--- src/rtl/dma_controller.sv ---
// Bus-master DMA: moves a LENGTH-word block from a device into memory at a CPU-supplied base.
// Optional one-entry pending command register when DMA_CMD_QUEUE_EN is defined.
module dma_controller #(
  parameter int WORD_SIZE = 16,
  parameter int LENGTH    = 12,
  parameter int CNT_W     = 4
) (
  input  logic                 clk,
  input  logic                 reset_n,
  input  logic                 cmd_valid,
  input  logic [WORD_SIZE-1:0] cmd_addr,
  output logic                 cmd_ready,
  input  logic                 BG,
  output logic                 BR,
  input  logic                 dev_valid,
  input  logic [WORD_SIZE-1:0] dev_data,
  output logic                 dev_ready,
  output logic [WORD_SIZE-1:0] dma_addr,
  output logic [WORD_SIZE-1:0] dma_data,
  output logic                 dma_write,
  input  logic                 mem_ack,
  output logic [CNT_W-1:0]     dma_counter,
  output logic                 dma_end,
  output logic                 irq
);
  typedef enum logic [1:0] {IDLE, REQ, XFER, DONE} state_t;
  localparam logic [CNT_W-1:0] LAST = CNT_W'(LENGTH - 1);

  state_t               state;
  logic [WORD_SIZE-1:0] base, hold_data;
  logic                 hold_full;
  logic                 ack_fire, last_word, capture, cmd_fire;

  // Write and device handshakes follow BG directly so a lost grant stops traffic in the same cycle.
  assign dma_write = (state == XFER) & hold_full & BG;
  assign ack_fire  = dma_write & mem_ack;
  assign last_word = (dma_counter == LAST);
  assign dev_ready = (state == XFER) & BG & (~hold_full | (ack_fire & ~last_word));
  assign capture   = dev_valid & dev_ready;
  assign dma_addr  = base + WORD_SIZE'(dma_counter);
  assign dma_data  = hold_data;
  assign cmd_fire  = cmd_valid & cmd_ready;

`ifdef DMA_CMD_QUEUE_EN
  logic                 pend_valid;
  logic [WORD_SIZE-1:0] pend_addr;
  assign cmd_ready = ~pend_valid;
`else
  assign cmd_ready = (state == IDLE);
`endif

  always_ff @(posedge clk) begin
    if (!reset_n) begin
      state       <= IDLE;
      base        <= '0;
      hold_data   <= '0;
      hold_full   <= 1'b0;
      dma_counter <= '0;
      BR          <= 1'b0;
      dma_end     <= 1'b0;
      irq         <= 1'b0;
`ifdef DMA_CMD_QUEUE_EN
      pend_valid  <= 1'b0;
      pend_addr   <= '0;
`endif
    end else begin
      dma_end <= 1'b0;
      irq     <= 1'b0;
`ifdef DMA_CMD_QUEUE_EN
      if (cmd_fire && (state == REQ || state == XFER)) begin
        pend_valid <= 1'b1;
        pend_addr  <= cmd_addr;
      end
`endif
      case (state)
        IDLE: if (cmd_fire) begin
          base        <= cmd_addr;
          dma_counter <= '0;
          BR          <= 1'b1;
          state       <= REQ;
        end
        REQ: if (BG) state <= XFER;
        XFER: begin
          if (capture) begin
            hold_data <= dev_data;
            hold_full <= 1'b1;
          end else if (ack_fire) begin
            hold_full <= 1'b0;
          end
          if (ack_fire) begin
            if (last_word) begin
              state   <= DONE;
              BR      <= 1'b0;
              dma_end <= 1'b1;
              irq     <= 1'b1;
            end else begin
              dma_counter <= dma_counter + 1'b1;
            end
          end
        end
        DONE: begin
          dma_counter <= '0;
          state       <= IDLE;
`ifdef DMA_CMD_QUEUE_EN
          // Chain straight into the queued command; BR was already low for this DONE cycle.
          if (pend_valid) begin
            base       <= pend_addr;
            pend_valid <= 1'b0;
            BR         <= 1'b1;
            state      <= REQ;
          end else if (cmd_fire) begin
            base  <= cmd_addr;
            BR    <= 1'b1;
            state <= REQ;
          end
`endif
        end
        default: state <= IDLE;
      endcase
    end
  end
endmodule
--- config.mk ---
export PLATFORM = sky130hd
export DESIGN_NAME = dma_controller
export DESIGN_NICKNAME = d
export VERILOG_FILES = /design/src/rtl/dma_controller.sv
export SDC_FILE = /design/constraint.sdc
export NUM_CORES = 1
export LEC_CHECK = 0
export ABC_CLOCK_PERIOD_IN_PS = 3500
export BUFFER_PORTS_ARGS = -buffer_cell sky130_fd_sc_hd__clkbuf_2
export CORE_MARGIN = 4
export CORE_UTILIZATION = 30
export CTS_BUF_LIST = sky130_fd_sc_hd__clkbuf_8
export DETAILED_ROUTE_END_ITERATION = 16
export GPL_TIMING_DRIVEN = 0
export PLACE_DENSITY = 0.56
export SLEW_MARGIN = 20
export SYNTH_ARGS = -nofsm -noshare
export SYNTH_HDL_FRONTEND = slang
export SYNTH_SLANG_ARGS = --single-unit
--- constraint.sdc ---
create_clock -name clk -period 3.5 [get_ports clk]
set_input_delay 0.7 -clock clk [delete_from_list [all_inputs] [get_ports clk]]
set_output_delay 0.7 -clock clk [all_outputs]
set_load 0.005 [all_outputs]
# --- Word-level counts from Yosys, hierarchy flattened ---
# Cells that the tools add are included.
totals:
  elab_cells: 56
  memories: 0
  out_inout_bits: 42
  ramBits: 0
  romBits: 0
  input_bits: 38
  latchBits: 0
  ff_bits: 41
op_classes:
  n_reduce_logical: 11
  bitwise_logic: 11
  div_mod_pow: 0
  muxes: 16
  eq_ne: 9
  n_mul: 0
  magnitude_cmp: 0
  shift: 0
  addsub: 2
ops:
  columns: ["operator", "count"]
  rows:
  - ["16-bit by 4-bit adder with 16-bit output", 1]
  - ["4-bit two-way mux", 3]
  - ["4-bit case mux with 3 select lines", 1]
  - ["4-bit AND reduction", 3]
  - ["1-bit AND", 8]
  - ["2-bit two-way mux", 4]
  - ["2-bit inequality test (second input constant)", 4]
  - ["2-bit case mux with 4 select lines", 1]
  - ["1-bit two-way mux", 6]
  - ["2-bit AND reduction", 3]
  - ["4-bit by 1-bit adder with 4-bit output (second input constant)", 1]
  - ["2-bit == test (second input constant)", 2]
  - ["4-bit == test (second input constant)", 1]
  - ["2-bit nonzero test", 2]
  - ["3-bit AND reduction", 1]
  - ["3-bit nonzero test", 1]
  - ["2-bit by 1-bit == test with 1-bit output (second input constant)", 1]
  - ["2-bit logical NOT", 1]
  - ["2-bit by 1-bit inequality test with 1-bit output (second input constant)", 1]
  - ["1-bit inverter", 2]
  - ["1-bit case mux with 2 select lines", 1]
  - ["1-bit OR", 1]

# --- Depth between registers and ports, before layout ---
# Gate-level depths: netlist (run 1).
depth:
  depth_word: 10
  depth_mapped: 7
  ltp_nobuf: 7

# --- Worst setup path after synthesis (run 1) ---
# Ideal clock, no wire load.
synth_path:
  path_type: "flip-flop to output port"
  startpoint: "register dma_counter[0]"
  endpoint: "output port dma_addr[8]"
  slack_ns: 1.143
  path_stages_with_launch: 8
  t_arrival_ns: 1.657
  required_ns: 2.800
  cell_sequence: "dfxtp_1 > ha_1 > inv_1 > fa_1 > nor2b_1 > o31a_1 > nand4_1 > xnor2_1"
synth_between:
  elab_chain_cells: 1
synth_lines:
  columns: ["element", "line", "text"]
  rows:
  - ["from (decl)", "22", "output logic [CNT_W-1:0] dma_counter,"]
  - ["from (signal assigned)", "97", "dma_counter <= dma_counter + 1'b1;"]
  - ["16-bit by 4-bit adder with 16-bit output", "40", "assign dma_addr = base + WORD_SIZE'(dma_counter);"]
  - ["to (decl)", "18", "output logic [WORD_SIZE-1:0] dma_addr,"]
# No other way between the ends.

# --- Worst setup path after layout (run 1) ---
# Ends and elaborated chain as after synthesis.

==> impl_metrics.ini, run 1 <==
[outcome]
status = completed

[grt]
antenna_found_initial = 0
grt_max_degree = 13
grt_first_pass_wirelength_um = 8510
grt_remaining_overflow = 0
first_global_vias = 1801
grtUsageTotal = 0.123

[setup_path]
slowest_stage = dfxtp_1
crit_required_ns = 2.80
cpPeakStageDelay_ns = 0.43
arrival_ns = 2.32
path_cells = ha_1 -> inv_1 -> fa_1 -> nor2b_1 -> o31a_1 -> nand4_1 -> xnor2_1 -> clkbuf_2
endpoint_kind = output port
critical_path.max_fanout = 6
cp.buffers_inverters = 2
cp_top_family = adder cells
worstSetupStartpointType = flop
worstSetupPathType = flop to output port

[yosys]
synth_fa_ha_area_frac = 0.0665
synth_cells = 237
synth.distinct_cells = 41
ys.flop_type = dfxtp_1
async_flop_share = 0
syn_area_um2 = 2180
synth_top_family_by_area = simple AND/OR/NAND/NOR gates
synth_top_area_frac = 0.376
yosysMostFrequentCell = nand2_1
syn-num-nets = 286
synth_compound_gate_area_share = 0.131
synth.top_cells.by_area = dfxtp_1 38%, mux2i_1 8.3%, nand2_1 7.6%
syn_avg_cell_area_um2 = 9.21
netlist_top_cells_count = 44 x nand2_1, 41 x dfxtp_1, 18 x mux2i_1
yosysTopAreaCell = dfxtp_1
synth_mux_area_frac = 0.0826
seq_area_frac_synth = 0.376
ys_ff_latch = 41
synth_edf_count = 0
synth_xor_area_frac = 0.0522
ys_warn_count = 0
synth-simple-area-share = 0.247

[cells_and_area]
nFillCells = 737
diodes = 0
nNetsFinal = 372
area_delta_synth_final_pct = 28.4
fin_cells = 419
final_layout_size_suffix_gt1_frac = 0.310
fin_area_um2 = 2800

[die]
core_area_um2 = 6940
ios = 80
dieArea_um2 = 8700
initial_utilization = 0.314
die_h_um = 93.3
die_w_um = 93.3
rows = 30

[timing]
setup_viol = 0
fmax_mhz = 332
finClkSkew_ns = 0.0116
drv_slew = 0
rsz0062_at_grt = false
layout_min_cycle_time_ns = 3.02
maxSlewHeadroom = 0.681
worstMarginPinSlew_ns = 0.479
hold_viol_final = 0
finalSetupTns_ns = 0
setup_ws_ns = 0.485
min_period_over_period = 0.861

[drt]
drc = 0
drt_iter0_markers = 40
vias_per_cell = 4.49
drt-pass1-iter-count = 4
antenna_left = 0
vias = 1882
wire_per_inst_um = 12.5
drt_wl_total_um = 5230

[pwr]
powerDensity_nw_per_um2 = 510
power_frac_clock = 0.261
seqPwrFrac = 0.406
vdd_drop_max_uv = 227
switchingPower_mw = 0.481
swShare = 0.337
power_leakage_nw = 1.37
internal_power_mw = 0.949
p_comb_frac = 0.333

[placed_design]
dp_cells = 412
dp_hpwl_um = 4150
gp_congestion = 0.804
placed_cell_area_um2 = 2700
port-buffer-count = 79
dpl_worst_slack_ns = 0.809

[clock_network]
cts_buffer_depth = 2
cts_tree = yes
clock_latency_ns = 0.30
hold_buffers = 0
numCtsBuffers = 5
htreeDepth = 2
ctsRootBufferMaster = clkbuf_8
clk_pin_slew_ns = 0.07
cts_setup_buffers = 0
post_cts_resize_count = 0
cts_sinks = 41

[min_path]
hold_path.class = flop to flop

[job]
cap_violations = 0
[state kept, by name (all words and copies together) (netlist names)]
name / flops
BR: 1
base: 16
dma_counter: 4
dma_data: 16
hold_full: 1
irq: 1
state: 2
[routing by layer]
layer	global-route usage	share of wire
met1	0.158	0.46
met2	0.197	0.48
met3	0.0314	0.048
met4	0.0440	0.015
met5	0	0
[path summary, 6_finish.rpt]
| kind | from | end | slack, ns | depth (start not counted) |
|---|---|---|---|---|
| setup reg to reg | state[0] | base[15] | 1.77 | 6 |
| hold reg to reg | base[2] | base[2] | 0.46 | 2 |
| setup / recovery | dma_counter[0] | dma_addr[8] | 0.48 | 8 |
| hold / removal | base[2] | base[2] | 0.46 | 2 |
[power by group through the flow]
stage / registers, mW / logic [mW] / clock network [mW]
2_1_floorplan: 0.583 / 0.326 / 0
4_1_cts: 0.581 / 0.486 / 0.382
3_3_place_gp: 0.590 / 0.476 / 0
3_5_place_dp: 0.592 / 0.483 / 0
6_report: 0.581 / 0.477 / 0.373
5_1_grt: 0.591 / 0.543 / 0.404
[cells in the final DEF, fill, tap and decap left out, types with 2 or more instances in the layout]
master    count
a21boi_0      6
a21boi_1     10
a21oi_1       6
a21oi_4       2
a31oi_1       2
and2_1        2
and3_1        3
and4_1        4
buf_2         3
clkbuf_1      5
clkbuf_2     79
clkbuf_8      5
dfxtp_1      41
ha_1         10
inv_1        10
mux2i_1      18
nand2_1      44
nand2b_1      5
nand3_1      10
nand4_1       2
nor2_1        2
nor2b_1      17
o21a_1        3
o21ai_0       2
xnor2_1      11
xor2_1        2
[per-stage QoR]
step	hold slack, ns	total power, mW	utilization
floorplan	0.439	0.908	-
global placement	0.451	1.07	0.388
detailed placement	0.452	1.08	0.388
CTS	0.462	1.45	0.403
global route	0.493	1.54	0.403
finish	0.460	1.43	0.403
[cell type report]
type                       count  area (µm²)  area share
tap                           96         120      0.0429
clock inverter                 2        35.0      0.0125
buffer                        10        61.3      0.0219
timing repair buffer          79         395       0.141
inverter                      10        37.5      0.0134
sequential                    41         821       0.293
clock buffer                   5        68.8      0.0246
multi-input combinational    176        1260       0.451
[worst register-to-register path: stages (launching register included)]
cell and delay (ns):
dfxtp_1 0.39, inv_1 0.10, ha_1 0.26, nand2_1 0.25, clkbuf_1 0.43, nand2_1 0.10, a21oi_1 0.16
[cells by family (layout without fill, tap and decap cells)]
logic type | after synthesis | after routing
AND/OR/NAND/NOR | 97 | 97
buffers and inverters | 20 | 106
multiplexers | 18 | 18
XOR/XNOR | 13 | 13
AO/OA/AOI/OAI | 37 | 37
adder cells (fa/ha/maj) | 11 | 11
flip-flops | 41 | 41
Note: power is estimated with default switching activity, not from simulation.
==> inputs of run 2 (changes only) <==
--- a/config.mk
+++ b/config.mk
@@ -11,8 +11,7 @@
 export CORE_UTILIZATION = 30
 export CTS_BUF_LIST = sky130_fd_sc_hd__clkbuf_8
 export DETAILED_ROUTE_END_ITERATION = 16
-export GPL_TIMING_DRIVEN = 0
-export PLACE_DENSITY = 0.56
+export PLACE_DENSITY_LB_ADDON = 0.3
 export SLEW_MARGIN = 20
 export SYNTH_ARGS = -nofsm -noshare
 export SYNTH_HDL_FRONTEND = slang
==> run 2 against run 1 <==
  * Critical path depth is the same
  * Count of clock-buffer cells in the layout unchanged
  * Power fell by 1.3%
  * Setup slack improved by 0.014 ns
  * Sequential power about the same
  * Via count shrank 1.4%
  * Routed wire length down 1.1%
  * Utilization down 0.77 points
  * Final area shrank 1.9%
  * Final cell count down 2.1%
  * First-iteration DRC count increased by 25%
  * Largest cell class unchanged
  * Flip-flop and latch count unchanged
  * Critical path type unchanged
==> impl_metrics.ini, run 2 (synthesized netlist as in run 1, its figures left out) <==
[outcome]
status = completed

[clock_network]
ctsRootBufferMaster = clkbuf_8
clock_latency_ns = 0.29
cts_sinks = 41
cts_setup_buffers = 0
hold_buffers = 0
numCtsBuffers = 5
clk_pin_slew_ns = 0.08
cts_tree = yes
post_cts_resize_count = 0
cts_buffer_depth = 2
htreeDepth = 2

[grt]
grt_first_pass_wirelength_um = 8700
first_global_vias = 1881
grt_remaining_overflow = 0
grt_max_degree = 44
grtUsageTotal = 0.125
antenna_found_initial = 0

[cells_and_area]
final_core_util = 0.396
diodes = 0
final_common_cell = clkbuf_2
final_layout_size_suffix_gt1_frac = 0.303
fin_cells = 410
area_delta_synth_final_pct = 25.9
fin_area_um2 = 2750
nNetsFinal = 362
final_cell_mix = 79 x clkbuf_2, 44 x nand2_1, 41 x dfxtp_1

[pwr]
power_frac_clock = 0.267
fin_total_pwr_mw = 1.41
powerDensity_nw_per_um2 = 514
p_comb_frac = 0.321
swShare = 0.335
internal_power_mw = 0.938
vdd_drop_max_uv = 206
seqPwrFrac = 0.412
switchingPower_mw = 0.473
power_leakage_nw = 1.34

[min_path]
hold_path.class = flop to flop

[placed_design]
dp_hpwl_um = 3950
port-buffer-count = 79
dpl_worst_slack_ns = 0.813
gp_congestion = 0.799
dp_cells = 402
placed_cell_area_um2 = 2640

[timing]
whs_ns = 0.463
worstMarginPinSlew_ns = 0.752
finClkSkew_ns = 0.0102
layout_min_cycle_time_ns = 3.00
drv_slew = 0
finalSetupTns_ns = 0
setup_ws_ns = 0.498
fmax_mhz = 333
rsz0062_at_grt = false
min_period_over_period = 0.858
hold_viol_final = 0
maxSlewHeadroom = 0.499
setup_viol = 0

[setup_path]
worstSetupStartpointType = flop
crit_required_ns = 2.80
critical_path.max_fanout = 6
arrival_ns = 2.30
endpoint_kind = output port
worstSetupPathType = flop to output port

[drt]
drt-pass1-iter-count = 4
antenna_left = 0
vias = 1855
drc = 0
drt_wl_total_um = 5170
wire_per_inst_um = 12.6
vias_per_cell = 4.52
drt_iter0_markers = 50

[die]
dieArea_um2 = 8700
rows = 30
ios = 80
initial_utilization = 0.314
core_area_um2 = 6940
die_h_um = 93.3
die_w_um = 93.3

[job]
cap_violations = 0
run 2: cell count changes in the layout (fill, tap and decap cells not counted):
cell | before | now
inv_1 | 10 | 11
buf_2 | 3 | 0
clkbuf_1 | 5 | 0
clkinv_2 | 1 | 0
clkinv_4 | 0 | 1
buf_12 | 1 | 0
buf_4 | 1 | 0
run 2: worst max-delay path, cell delays in order (launching register included):
cell and delay (ns):
dfxtp_1 0.44, ha_1 0.20, inv_1 0.05, fa_1 0.39, nor2b_1 0.16, o31a_1 0.32
nand3_1 0.15, xnor2_1 0.17, clkbuf_2 0.14
run 2: routing by layer:
| layer | global-route usage | part of all wire | routed length (µm) | vias up |
|---|---|---|---|---|
| met1 | 0.148 | 0.42 | 2170 | 867 |
| met5 | 0 | 0 | 0 | - |
| met2 | 0.217 | 0.52 | 2710 | 31 |
| met4 | 0.0403 | 0.0085 | 44 | 0 |
| met3 | 0.0338 | 0.048 | 249 | 2 |
| li1 | - | - | - | 955 |
run 2: power groups by stage:
stage               Sequential [mW]  Clock [mW]  Combinational [mW]
floorplan                     0.583           0               0.326
global placement              0.591           0               0.459
detailed placement            0.594           0               0.461
CTS                           0.583       0.394               0.465
global route                  0.592       0.413               0.528
finish                        0.582       0.377               0.453
run 2: path summary, 6_finish.rpt:
path | startpoint | endpoint | slack [ns] | cells after the start
max | dma_counter[0] | dma_addr[14] | 0.50 | 8
min | base[3] | base[3] | 0.46 | 2
max reg2reg | state[0] | dma_data[0] | 1.50 | 6
min reg2reg | base[3] | base[3] | 0.46 | 2
run 2: final cells by class:
| type | instances | area, µm² |
|---|---|---|
| fill | 769 | 4200 |
| multi-input combinational | 176 | 1260 |
| sequential | 41 | 821 |
| timing repair buffer | 79 | 395 |
| tap | 96 | 120 |
| clock buffer | 5 | 68.8 |
| clock inverter | 3 | 42.5 |
| inverter | 10 | 37.5 |
